File: src/rtl/dcache_ctrl.sv
// dcache_ctrl: direct-mapped, write-back, write-allocate data cache controller.
// 16 lines x 32 bytes; address split tag=[31:9], index=[8:5], word=[4:2].
// The FSM walks IDLE -> (WRITEBACK) -> ALLOCATE -> IDLE on a miss, while the
// CPU pipeline is frozen through cpu_stall_o.
// Optional build macro DCACHE_STATS_EN adds hit_count_o / miss_count_o.
module dcache_ctrl (
   input  logic         clk_i,
   input  logic         rst_i,
   input  logic [31:0]  cpu_addr_i,
   input  logic [31:0]  cpu_data_i,
   input  logic         cpu_MemRead_i,
   input  logic         cpu_MemWrite_i,
   output logic [31:0]  cpu_data_o,
   output logic         cpu_stall_o,
   output logic [31:0]  mem_addr_o,
   output logic [255:0] mem_data_o,
   output logic         mem_enable_o,
   output logic         mem_write_o,
`ifdef DCACHE_STATS_EN
   output logic [31:0]  hit_count_o,
   output logic [31:0]  miss_count_o,
`endif
   input  logic [255:0] mem_data_i,
   input  logic         mem_ack_i
);

   localparam logic [1:0] IDLE      = 2'd0;
   localparam logic [1:0] WRITEBACK = 2'd1;
   localparam logic [1:0] ALLOCATE  = 2'd2;

   logic [1:0]   state;
   logic [1:0]   next_state;

   logic [15:0]  valid;
   logic [15:0]  dirty;
   logic [22:0]  tag_mem  [0:15];
   logic [255:0] data_mem [0:15];

   logic [22:0]  tag;
   logic [3:0]   index;
   logic [2:0]   word;
   logic         req;
   logic         hit;
   logic         write_hit;
   logic         fill;
   logic         unused_addr_bits;

   assign tag   = cpu_addr_i[31:9];
   assign index = cpu_addr_i[8:5];
   assign word  = cpu_addr_i[4:2];
   assign req   = cpu_MemRead_i | cpu_MemWrite_i;
   assign hit   = valid[index] & (tag_mem[index] == tag);

   // A write strobe wins over a simultaneous read strobe; only IDLE may commit.
   assign write_hit = (state == IDLE) & cpu_MemWrite_i & hit;
   // A fill happens only when the memory answers the refill request.
   assign fill      = (state == ALLOCATE) & mem_ack_i;

   // Byte-offset bits are irrelevant for word accesses.
   assign unused_addr_bits = ^cpu_addr_i[1:0];

   // Stall and load data are combinational so a hit adds no latency.
   always_comb begin
      cpu_stall_o = req & ~hit & ~rst_i;
      if (cpu_MemRead_i & ~cpu_MemWrite_i & hit & ~rst_i) begin
         cpu_data_o = data_mem[index][{word, 5'd0} +: 32];
      end else begin
         cpu_data_o = 32'd0;
      end
   end

   // State register: reset abandons any outstanding memory transaction.
   always_ff @(posedge clk_i or posedge rst_i) begin
      if (rst_i) begin
         state <= IDLE;
      end else begin
         state <= next_state;
      end
   end

   // Next-state logic: ack is only meaningful in the state waiting for it.
   always_comb begin
      next_state = state;
      case (state)
         IDLE: begin
            if (req & ~hit) begin
               if (valid[index] & dirty[index]) begin
                  next_state = WRITEBACK;
               end else begin
                  next_state = ALLOCATE;
               end
            end else begin
               next_state = IDLE;
            end
         end
         WRITEBACK: begin
            if (mem_ack_i) begin
               next_state = ALLOCATE;
            end else begin
               next_state = WRITEBACK;
            end
         end
         ALLOCATE: begin
            if (mem_ack_i) begin
               next_state = IDLE;
            end else begin
               next_state = ALLOCATE;
            end
         end
         default: next_state = IDLE;
      endcase
   end

   // Output logic: memory request signals driven purely from the state.
   always_comb begin
      mem_enable_o = 1'b0;
      mem_write_o  = 1'b0;
      mem_addr_o   = 32'd0;
      mem_data_o   = 256'd0;
      case (state)
         WRITEBACK: begin
            mem_enable_o = 1'b1;
            mem_write_o  = 1'b1;
            mem_addr_o   = {tag_mem[index], index, 5'd0};
            mem_data_o   = data_mem[index];
         end
         ALLOCATE: begin
            mem_enable_o = 1'b1;
            mem_write_o  = 1'b0;
            mem_addr_o   = {tag, index, 5'd0};
            mem_data_o   = 256'd0;
         end
         default: begin
            mem_enable_o = 1'b0;
            mem_write_o  = 1'b0;
            mem_addr_o   = 32'd0;
            mem_data_o   = 256'd0;
         end
      endcase
   end

   // Line status bits: cleared by reset, set by fill or write hit.
   always_ff @(posedge clk_i or posedge rst_i) begin
      if (rst_i) begin
         valid <= 16'd0;
         dirty <= 16'd0;
      end else if (fill) begin
         valid[index] <= 1'b1;
         dirty[index] <= 1'b0;
      end else if (write_hit) begin
         dirty[index] <= 1'b1;
      end
   end

   // Tag and data arrays carry no reset; valid bits guard their contents.
   always_ff @(posedge clk_i) begin
      if (fill) begin
         tag_mem[index]  <= tag;
         data_mem[index] <= mem_data_i;
      end else if (write_hit) begin
         data_mem[index][{word, 5'd0} +: 32] <= cpu_data_i;
      end
   end

`ifdef DCACHE_STATS_EN
   logic alloc_done;

   // Event counters; the hit that replays a just-filled miss is not counted.
   always_ff @(posedge clk_i or posedge rst_i) begin
      if (rst_i) begin
         hit_count_o  <= 32'd0;
         miss_count_o <= 32'd0;
         alloc_done   <= 1'b0;
      end else begin
         alloc_done <= fill;
         if ((state == IDLE) & req & ~hit) begin
            miss_count_o <= miss_count_o + 32'd1;
         end
         if ((state == IDLE) & req & hit & ~alloc_done) begin
            hit_count_o <= hit_count_o + 32'd1;
         end
      end
   end
`endif

endmodule

File: config.mk
export PLATFORM = sky130hd
export DESIGN_NAME = dcache_ctrl
export DESIGN_NICKNAME = d
export VERILOG_FILES = /design/src/rtl/dcache_ctrl.sv
export SDC_FILE = /design/constraint.sdc
export NUM_CORES = 2
export LEC_CHECK = 0
export ABC_CLOCK_PERIOD_IN_PS = 5100
export CAP_MARGIN = 25
export CORE_MARGIN = 1.5
export CORE_UTILIZATION = 29
export CTS_BUF_LIST = sky130_fd_sc_hd__clkbuf_8
export DETAILED_ROUTE_END_ITERATION = 10
export PLACE_DENSITY_LB_ADDON = 0.05
export SYNTH_ARGS = -nofsm -noshare
export SYNTH_HDL_FRONTEND = slang
export SYNTH_MEMORY_MAX_BITS = 65536
export SYNTH_SLANG_ARGS = --single-unit
File: constraint.sdc
create_clock -name clk_i -period 5.1 [get_ports clk_i]
set_input_delay 0.51 -clock clk_i [delete_from_list [all_inputs] [get_ports clk_i]]
set_output_delay 0.51 -clock clk_i [all_outputs]
set_load 0.05 [all_outputs]
==> results.toml <==
[placed_design]
place_inst = 17200
dp_hpwl_mm = 483
gp_congestion = 0.819
port_buffers = 640
placed_area_um2 = 207000

[synthesis]
synthDistinctLibCells = 70
yosys_most_used_dff = "edfxtp_1"
syn-instance-count = 8022
syn_avg_cell_area_um2 = 22.4
synth_largest_area_cell = "edfxtp_1"
ys_warn_count = 0
yosys-top-cells-area = "edfxtp_1 75%, mux4_2 18%, mux2i_1 1.4%"
synth_top_area_share_pct = 74.7
async_flop_share_pct = 0.756
ys_seq_elements = 4498
synth_edf_count = 4464
yosysSeqAreaShare_pct = 75.2
synth.cell_area_um2 = 179000

[worst_setup_path]
crit_required_ns = 4.59
critPathTopFamily = "compound AO/OA/AOI/OAI gates"
slowest_delay_ns = 0.49
slowest_stage = "mux4_2"
path_buf_inv = 5
cp-start-kind = "flip-flop"
critical_path_class = "flip-flop to output pin"
setup.worst_path.end_class = "output pin"
path_cells = "mux4_2 -> mux2i_2 -> buf_4 -> xor2_4 -> o21ai_2 -> a2111oi_2 -> and4_1 -> nand4_1 -> buf_6 -> buf_12 -> a21oi_4 -> buf_6 -> buf_12"
cp_max_fo = 16
worstPathArrival_ns = 4.53

[global_routing]
first_global_vias = 98600
track_usage_pct = 22.6
grt_pass1_wl_mm = 939
grt_max_degree = 141
grt_overflow_total = 0
antenna_found_initial = 137

[detailed_routing]
first_iter_violations = 9945
wl_met2_mm = 349
dr_wl_met3_mm = 43.2
top_layer = "met5"
via_count = 95300
drt-total-wl_mm = 719
viasPerCell = 5.05
drc = 0
first_pass_iters = 6
drtAntennaViolNets = 0
wire_per_inst_um = 38.1
wl_met1_mm = 302

[floorplanning]
io_pins = 648
num_rows = 288
die_w_um = 790
initial_utilization_pct = 29.1
core_area_um2 = 616000
dieArea_um2 = 624000
die_h_um = 790

[power]
powerDensity_nw_per_um2 = 371
intPower_mw = 60.4
p_leak_nw = 72.1
p_seq_share_pct = 50.1
comb_power_share_pct = 11.8
vdd_ir_drop_max_uv = 297
power_switching_mw = 22.3
switching_share_pct = 27.0
clkPwrFrac_pct = 38.1

[sta]
fmax_mhz = 198
rsz0062_at_grt = "yes"
hold_violations = 0
worstMarginPinSlew_ns = 1.12
fin_crit_ns = 5.04
slew_headroom_pct = 25.5
finalClockSkew_ns = 0.0716
setup_viol = 0
drv_slew = 0
min_period_over_period_pct = 98.9

[final_layout]
finalInstanceArea_um2 = 223000
layout-drive-gt1-share_pct = 37.3
syn_to_final_growth_pct = 24.2
nets = 10300
final_cells = 18900

[worst_hold_path]
hold_class = "input port to flip-flop"

[run_status]
status = "finished, final reports clean"

[run]
maxCapViolations = 0

[clock_network]
cts_tree = "yes"
cts_buffers = 801
cts.sink_count = 4498
cts.path.max_buffers = 4
clk_latency_ns = 1.35
htreeDepth = 6
cts-root-buf = "clkbuf_8"
clk_pin_slew_ns = 0.06
-- placed cells by master, fill, tap and decap left out, types with 45 or more instances in the layout --
cell type           n
edfxtp_1         4464
dlygate4sd3_1      80
a21oi_4           135
nand2_1           233
clkinv_2          111
buf_12            396
clkinv_1          227
clkbuf_8          809
mux2_1             55
clkdlybuf4s50_1   344
mux2_2             65
and2_1            273
buf_4             773
diode_2           110
and3_1             65
mux2i_1           232
mux4_2           1402
a22oi_1            45
inv_1             390
-- Yosys cell counts, types with 15 or more instances --
library cell  instances
clkbuf_1            351
mux2_1               55
mux2i_1             247
mux4_2             1402
mux2_2               66
o21ai_0              36
nand4_1              15
nand2_1             246
a21oi_1             135
a21oi_2              30
buf_1                82
nor2b_1              26
inv_1               163
nand3_1              21
or2_2                16
o31ai_1              19
edfxtp_1           4464
dfrtp_1              34
buf_4                26
and2_1              274
and3_1               65
nor2_1               30
a22oi_1              46
buf_2                19
-- power groups by stage --
stage                     Sequential, mW  Combinational (mW)  Clock (mW)
after floorplan                     42.2                4.46           0
after global placement              42.2                9.80           0
after detailed placement            42.2                9.86           0
after CTS                           41.5                9.98        32.5
after global routing                41.5                10.1        34.0
final                               41.5                9.79        31.5
-- worst register-to-register path, cell delays in order (launching register included) --
cell	delay [ns]
edfxtp_1	0.36
mux4_2	0.49
mux4_2	0.52
xnor2_2	0.23
buf_4	0.16
and2_4	0.14
o2111ai_4	0.11
or4_4	0.47
buf_16	0.16
buf_4	0.15
buf_4	0.26
or3_2	0.61
buf_12	0.21
a21oi_4	0.22
buf_12	0.25
-- stage by stage --
stage,utilization [%],hold WS (ns),setup slack (ns),power (mW),setup TNS (ns)
2_1_floorplan,-,0.434,-0.520,46.7,-1302.22
3_3_place_gp,33.5,0.446,-0.269,52.0,-229.50
3_5_place_dp,33.5,0.454,-0.271,52.1,-151.60
4_1_cts,36.1,0.000650,-0.145,84.0,-1.73
5_1_grt,36.2,0.0103,-0.178,85.6,-2.19
6_report,36.2,0.134,0.0570,82.8,0
-- registers in the layout (all words and copies together) (netlist names), named ones only --
name / count
data_mem: 4096
state: 2
tag_mem: 368
valid: 16
-- metal layers --
metal,vias to the layer above,track usage (%)
li1,38000,-
met1,52800,30.3
met2,3438,37.2
met3,942,4.01
met4,12,7.20
met5,-,0
-- cell families (layout without fill, tap and decap cells) --
kind of cell             Yosys count  after routing  share of synthesized area [%]
XOR/XNOR                          14             14                         0.0683
multiplexers                    1771           1771                           19.7
other                              1            115                        0.00209
adder cells (fa/ha/maj)            9              9                         0.0627
AO/OA/AOI/OAI                    321            321                           1.16
flip-flops                      4498           4498                           75.2
buffers and inverters            662           3271                           1.56
AND/OR/NAND/NOR                  746            746                           2.25
-- layout make-up --
class	instances	area (um^2)
Multi-Input combinational cell	2866	43800
Tap cell	8120	10200
Clock buffer	809	11100
Antenna cell	110	275
Timing Repair Buffer	1653	18500
Fill cell	56900	393000
Inverter	164	623
Sequential cell	4498	135000
Clock inverter	645	3510
-- worst paths after layout --
check / start / to / slack [ns] / cells after the start
max: tag_mem[11][2] / cpu_data_o[11] / 0.06 / 13
min: mem_data_i[19] / data_mem[2][19] / 0.13 / 2
max reg2reg: tag_mem[15][10] / data_mem[11][165] / 0.32 / 14
min reg2reg: valid[13] / valid[13] / 0.47 / 1
max in group asynchronous: rst_i / asynchronous set/reset pin / 4.28 / 4
min in group asynchronous: rst_i / state[1] / 0.46 / 4
-- timing repair --
action	4_1_cts	5_1_grt
gates resized for setup	72	25
endpoints found under the hold margin	1084	8
hold buffers	73	8
pin swaps	9	5
endpoints found under the setup margin	34	49
cloned	1	0
buffers inserted	9	1
Power figures use the tool's default switching activity.
